<file path="config.mk">
export PLATFORM = sky130hd
export DESIGN_NAME = udt_axis_gate
export DESIGN_NICKNAME = d
export VERILOG_FILES = /design/src/rtl/udt_axis_gate.sv
export SDC_FILE = /design/constraint.sdc
export NUM_CORES = 1
export LEC_CHECK = 0
export BUFFER_PORTS_ARGS = -buffer_cell sky130_fd_sc_hd__buf_2
export CAP_MARGIN = 10
export CELL_PAD_IN_SITES_DETAIL_PLACEMENT = 0
export CELL_PAD_IN_SITES_GLOBAL_PLACEMENT = 1
export CORE_AREA = 2 2 223 225
export CTS_CLUSTER_DIAMETER = 200
export CTS_CLUSTER_SIZE = 40
export DETAILED_ROUTE_END_ITERATION = 8
export DIE_AREA = 0 0 225 227
export HOLD_SLACK_MARGIN = 0.12
export PLACE_DENSITY_LB_ADDON = 0.15
export REMOVE_ABC_BUFFERS = 1
export SLEW_MARGIN = 15
export SYNTH_ARGS = -nofsm -noshare
export SYNTH_HDL_FRONTEND = slang
export SYNTH_SLANG_ARGS = --single-unit
</file>
<file path="constraint.sdc">
create_clock -name core_clk -period 4.5 [get_ports core_clk]
set_clock_uncertainty 0.15 [all_clocks]
set_input_delay 0.9 -clock core_clk [delete_from_list [all_inputs] [get_ports core_clk]]
set_output_delay 0.9 -clock core_clk [all_outputs]
set_load 0.1 [all_outputs]
</file>
<file path="src/rtl/udt_axis_gate.sv">
// Per-channel AXIS ready gate driven by UDT socket state; a CLOSE drains the open packet to tlast.
// Optional statistics counters are enabled with the UDT_GATE_STATS_EN macro.
module udt_axis_gate #(
    parameter int unsigned NUM_CH = 4,
    parameter int unsigned DATA_W = 64,
    parameter int unsigned STATE_W = 32,
    parameter logic [STATE_W-1:0] CONNECT = STATE_W'(32'h0000_0001),
    parameter logic [STATE_W-1:0] CLOSE = STATE_W'(32'h0000_0002),
    localparam int unsigned CH_W = (NUM_CH > 1) ? $clog2(NUM_CH) : 1
) (
    input  logic                       core_clk,
    input  logic                       core_rst,
    input  logic [STATE_W-1:0]         udt_state_i,
    input  logic [CH_W-1:0]            state_ch_i,
    input  logic                       state_valid_i,
    input  logic [NUM_CH*DATA_W-1:0]   s_axis_tdata_i,
    input  logic [NUM_CH-1:0]          s_axis_tvalid_i,
    input  logic [NUM_CH-1:0]          s_axis_tlast_i,
    output logic [NUM_CH-1:0]          s_axis_tready_o,
    output logic [NUM_CH*DATA_W-1:0]   m_axis_tdata_o,
    output logic [NUM_CH-1:0]          m_axis_tvalid_o,
    output logic [NUM_CH-1:0]          m_axis_tlast_o,
    input  logic [NUM_CH-1:0]          m_axis_tready_i,
    output logic [NUM_CH-1:0]          ready_o,
    output logic [NUM_CH-1:0]          draining_o
`ifdef UDT_GATE_STATS_EN
    ,
    output logic [NUM_CH*16-1:0]       pkt_cnt_o,
    output logic [NUM_CH*16-1:0]       blocked_cnt_o
`endif
);

    typedef enum logic [1:0] {
        ST_CLOSED = 2'd0,
        ST_OPEN   = 2'd1,
        ST_DRAIN  = 2'd2
    } state_t;

    state_t            state_q [NUM_CH];
    state_t            state_d [NUM_CH];
    logic [NUM_CH-1:0] in_pkt_q;
    logic [NUM_CH-1:0] in_pkt_d;
    logic [NUM_CH-1:0] gate;
    logic [NUM_CH-1:0] hs;
    logic [NUM_CH-1:0] last_hs;
    logic [NUM_CH-1:0] cmd_connect;
    logic [NUM_CH-1:0] cmd_close;
    logic              cmd_valid;
    logic              code_connect;
    logic              code_close;

    // Commands to a channel index beyond NUM_CH are dropped.
    assign cmd_valid    = state_valid_i && (32'(state_ch_i) < NUM_CH);
    assign code_connect = (udt_state_i == CONNECT);
    assign code_close   = (udt_state_i == CLOSE);

    // State decode and per-channel command steering.
    always_comb begin : decode
        gate        = '0;
        ready_o     = '0;
        draining_o  = '0;
        cmd_connect = '0;
        cmd_close   = '0;
        for (int c = 0; c < NUM_CH; c++) begin
            gate[c]        = (state_q[c] != ST_CLOSED);
            ready_o[c]     = (state_q[c] == ST_OPEN);
            draining_o[c]  = (state_q[c] == ST_DRAIN);
            cmd_connect[c] = cmd_valid && code_connect && (state_ch_i == CH_W'(c));
            cmd_close[c]   = cmd_valid && code_close && (state_ch_i == CH_W'(c));
        end
    end

    // Zero-latency data path; only valid/ready are gated.
    assign m_axis_tdata_o  = s_axis_tdata_i;
    assign m_axis_tlast_o  = s_axis_tlast_i;
    assign m_axis_tvalid_o = s_axis_tvalid_i & gate;
    assign s_axis_tready_o = m_axis_tready_i & gate;
    assign hs              = s_axis_tvalid_i & m_axis_tready_i & gate;
    assign last_hs         = hs & s_axis_tlast_i;

    // Next-state: a reconnect while draining wins over the closing tlast.
    always_comb begin : fsm_next
        in_pkt_d = in_pkt_q;
        for (int c = 0; c < NUM_CH; c++) begin
            state_d[c] = state_q[c];
            case (state_q[c])
                ST_CLOSED: if (cmd_connect[c]) state_d[c] = ST_OPEN;
                ST_OPEN: begin
                    if (cmd_close[c])
                        state_d[c] = (in_pkt_q[c] && !last_hs[c]) ? ST_DRAIN : ST_CLOSED;
                end
                ST_DRAIN: begin
                    if (cmd_connect[c])  state_d[c] = ST_OPEN;
                    else if (last_hs[c]) state_d[c] = ST_CLOSED;
                end
                default: state_d[c] = ST_CLOSED;
            endcase
            if (hs[c]) in_pkt_d[c] = !s_axis_tlast_i[c];
        end
    end

    always_ff @(posedge core_clk) begin : fsm_reg
        if (core_rst) begin
            for (int c = 0; c < NUM_CH; c++) state_q[c] <= ST_CLOSED;
            in_pkt_q <= '0;
        end else begin
            for (int c = 0; c < NUM_CH; c++) state_q[c] <= state_d[c];
            in_pkt_q <= in_pkt_d;
        end
    end

`ifdef UDT_GATE_STATS_EN
    logic [15:0] pkt_cnt_q     [NUM_CH];
    logic [15:0] blocked_cnt_q [NUM_CH];

    // Saturating per-channel packet and blocked-cycle counters.
    always_ff @(posedge core_clk) begin : stats_reg
        for (int c = 0; c < NUM_CH; c++) begin
            if (core_rst) begin
                pkt_cnt_q[c]     <= 16'd0;
                blocked_cnt_q[c] <= 16'd0;
            end else begin
                if (last_hs[c] && (pkt_cnt_q[c] != 16'hFFFF))
                    pkt_cnt_q[c] <= pkt_cnt_q[c] + 16'd1;
                if (s_axis_tvalid_i[c] && !gate[c] && (blocked_cnt_q[c] != 16'hFFFF))
                    blocked_cnt_q[c] <= blocked_cnt_q[c] + 16'd1;
            end
        end
    end

    always_comb begin : stats_out
        pkt_cnt_o     = '0;
        blocked_cnt_o = '0;
        for (int c = 0; c < NUM_CH; c++) begin
            pkt_cnt_o[c*16 +: 16]     = pkt_cnt_q[c];
            blocked_cnt_o[c*16 +: 16] = blocked_cnt_q[c];
        end
    end
`endif

endmodule
</file>
Word-level counts from Yosys, hierarchy flattened
Memory sizes are Yosys's and may differ from the RTL's.
Index checks and enable logic that the tools add are counted.
{"block": "op_classes", "n_reduce_logical": 31, "muxes": 31, "bitwise_logic": 9, "eq_ne": 13}
{"operator": "$mux W2", "n": 24}
{"operator": "$eq A32 B1 Y1 const B", "n": 1}
{"operator": "$eq A32 B2 Y1 const B", "n": 1}
{"operator": "$pmux W2 S3", "n": 4}
{"operator": "$and A4 B4 Y4", "n": 5}
{"operator": "$logic_and A1 B1 Y1", "n": 14}
{"operator": "$eq A2 B2 Y1 const B", "n": 6}
{"operator": "$eq A2 B1 Y1 const B", "n": 5}
{"operator": "$logic_not A2 Y1", "n": 5}
{"operator": "$logic_not A1 Y1", "n": 8}
{"operator": "$reduce_bool A2 Y1", "n": 4}
{"operator": "$or A1 B1 Y1", "n": 4}
{"operator": "$mux W1", "n": 3}
{"block": "totals", "wordCells": 89, "output_inout_bits": 276, "mem_count": 1, "input_bits": 305, "mem_bits_rw": 8, "reg_bits": 4}
{"name": "state_q", "depth": 4, "word_bits": 2, "read_ports": 4, "rd_clocked_by_memory_dff": 0, "wr": 4, "line": "39", "rtl": "state_t state_q [NUM_CH];"}

Longest topological paths before layout
{"block": "logic_depth", "word_depth": 9, "mapped_depth": 5, "ltp_nobuf": 4}

Worst setup path before layout
OpenSTA, ideal clock, no wires.
{"block": "synth_path", "kind": "input-to-output", "startpoint": "input s_axis_tvalid_i[1]", "endpoint": "output m_axis_tvalid_o[1]", "stages": 1, "arrival_ns": 2.234, "path_slack_ns": 1.216, "required_ns": 3.450, "n_path_buf": 0, "path_cell_list": "nor2b_1"}
{"block": "synth_between", "elab_chain_cells": 1}
{"element": "start: declaration", "line": "17", "rtl": "input logic [NUM_CH-1:0] s_axis_tvalid_i,"}
{"element": "$and A4 B4 Y4", "line": "76", "rtl": "assign m_axis_tvalid_o = s_axis_tvalid_i & gate;"}
{"element": "end: declaration", "line": "21", "rtl": "output logic [NUM_CH-1:0] m_axis_tvalid_o,"}
No other way between the ends.

==> results.yml <==
outcome:
  status: "completed"
cells_and_area:
  antennaDiodeCount: 0
  drive_gt1_share_pct: 44.51
  area_growth_pct: -27.47
  final_cells: 795
  finish.instance_area_mm2: 0.002022
  num-nets-final: 480
critical_path:
  end_kind: "flip-flop"
  cp_max_fo: 14
  cp_cell_sequence: "buf_2 -> nor4_1 -> nand4_1 -> or4_1 -> a22o_1"
  path_class: "input port to flip-flop"
  required_ns: 4.49
  reg2reg_to: "state_q[3][1]"
  cp-endpoint: "state_q[0][1]"
  path_depth: 5
  reg2reg_depth: 4
  start_kind: "input port"
  crit_path_top_delay_cell: "or4_1"
  r2r_slack_ns: 2.91
  slowest_delay_ns: 0.75
  crit_arrival_ns: 2.86
  worstReg2RegStart: "state_q[3][0]"
  crit_start: "udt_state_i[18]"
  path_delay_family: "simple AND/OR/NAND/NOR gates"
  path_buf_inv: 1
worst_hold_path:
  holdCritPathClass: "flip-flop to flip-flop"
power:
  leakagePower_nw: 0.5758
  cellPowerDensity_mw_per_mm2: 169.5
  peakVddDrop_v: 0.00009672
cts:
  cts_made_buffers: 3
  cts_sinks: 12
  tritoncts: "done"
  htree_levels: 1
  cts_resized: 0
  ctsHoldBuffers: 0
  postCtsSetupRepairBufs: 0
  cts_root_buf: "clkbuf_16"
  cts_buffer_depth: 2
  clock_latency_ns: 0.25
  clkTransAtPathRegs_ns: 0.06
grt:
  grt.met1_usage_pct: 3.612
  antenna_found_initial: 2
  grt_pass1_vias: 1822
  met2_usage_pct: 54.89
  grt_pass1_wl_um: 81720
  grt_busiest_layer: "met2"
  grt_usage_pct: 29.57
  grt_overflow: 0
  grt_max_degree: 18
  grt_util_met3_pct: 47.33
detailed_routing:
  drc: 0
  vias_per_cell: 2.852
  first_pass_iters: 6
  routed_wl_um: 77850
  vias: 2267
  ant_nets: 0
  wl_per_cell_um: 97.93
  first_iter_violations: 239
yosys:
  yosysTopAreaCell: "buf_4"
  yosysTopAreaCellShare_pct: 70.02
  ys_top_cells_by_count: "260 x buf_4, 15 x nor4_1, 12 x dfxtp_1, 12 x nor2b_1, 8 x nand2b_1"
  yosysWarnings: 0
  synth_edf_count: 0
  ys_seq_area_share_pct: 8.618
  synthTopCellsByArea: "buf_4 70%, dfxtp_1 8.6%, nor4_1 3.4%, nor2b_1 2.7%, nand2b_1 1.8%"
  yosysUniqueCellTypes: 31
  avgSynthCellArea_um2: 7.637
  synth.most_common_cell: "buf_4"
  synth_cells: 365
  ys_async_sr_fraction_pct: 0
  synth_area_mm2: 0.002788
  synth-seq-cells: 12
  ys.flop_type: "dfxtp_1"
timing:
  hold_violations: 0
  setup_viol: 0
  worstMarginPinSlew_ns: 0.7143
  whs_ns: 0.3184
  fin_ws_ns: 1.630
  fmaxAchievable_mhz: 348.4
  post-route-min-period_ns: 2.870
  maxSlewHeadroom_pct: 52.24
  rsz0062_at_grt: "no"
  maxSlewViolCount: 0
  setup_tns_ns: 0
  finalCritPeriodShare_pct: 63.78
placed_design:
  pre_cts_ws_ns: 1.366
  place_hpwl_um: 76710
  portBuffers: 68
  gp_congestion: 1.249
  dpl-instance-area_mm2: 0.001947
  dp.cells: 792
flow_run:
  cap_violations: 0
floorplanning:
  rows: 81
  die_area_mm2: 0.05108
  io_pins: 581
  fp.dieH_um: 227
  initial_utilization_pct: 5.742
  fp.coreArea_mm2: 0.04855
  die_w_um: 225
==> layout by cell type, fill, tap and decap left out, drive strengths merged, types with 3 or more instances in the layout <==
cell type,count
buf,69
nor4,15
nor2b,12
dfxtp,12
nand2b,8
nor2,6
or4,6
o21a,5
nand2,4
nand4,3
o32ai,3
and3,3
clkbuf,3
==> cell families (layout without fill, tap and decap cells) <==
logic type / count (synthesis) / after routing / share of synthesized area, %
buffers and inverters: 264 / 72 / 70.56
DFF: 12 / 12 / 8.618
and+or+nand+nor: 70 / 70 / 15.75
AOI/OAI and AO/OA: 19 / 19 / 5.072
==> state kept, by name (all words and copies together) (netlist names) <==
register,cells
in_pkt_q,4
state_q,8
==> how the worst min path moves through the flow <==
stage,start,to,slack [ns],depth (start not counted)
6_report,in_pkt_q[3],in_pkt_q[3],0.32,1
5_1_grt,in_pkt_q[3],in_pkt_q[3],0.36,1
4_1_cts,in_pkt_q[3],in_pkt_q[3],0.32,1
3_5_place_dp,in_pkt_q[3],in_pkt_q[3],0.31,1
3_3_place_gp,in_pkt_q[3],in_pkt_q[3],0.30,1
2_1_floorplan,in_pkt_q[3],in_pkt_q[3],0.29,1
==> metrics by stage <==
step,total power [mW],utilization [%]
floorplan,0.1171,-
global placement,0.1653,4.010
detailed placement,0.1656,4.010
CTS,0.3483,4.165
global route,0.3559,4.165
finish,0.3427,4.165
==> cell type report <==
type	instances	area [um2]
Timing Repair Buffer	69	347.8
Tap cell	622	778.2
Sequential cell	12	240.2
Multi-Input combinational cell	89	580.6
Clock buffer	3	75.07
Fill cell	5724	46520
==> report_power, final <==
| part | leakage (nW) | internal [mW] | switching (mW) |
|---|---|---|---|
| combinational | 0.442 | 0.0209 | 0.0356 |
| clock | 0.0370 | 0.117 | 0.0629 |
| sequential | 0.0966 | 0.106 | 0.00000000000522 |
==> metal layers <==
layer / wire length (um) / vias up
met5: 1207 / -
met2: 39920 / 768
met3: 26200 / 98
met4: 6568 / 30
li1: - / 547
met1: 3955 / 824
Power figures use the tool's default switching activity.
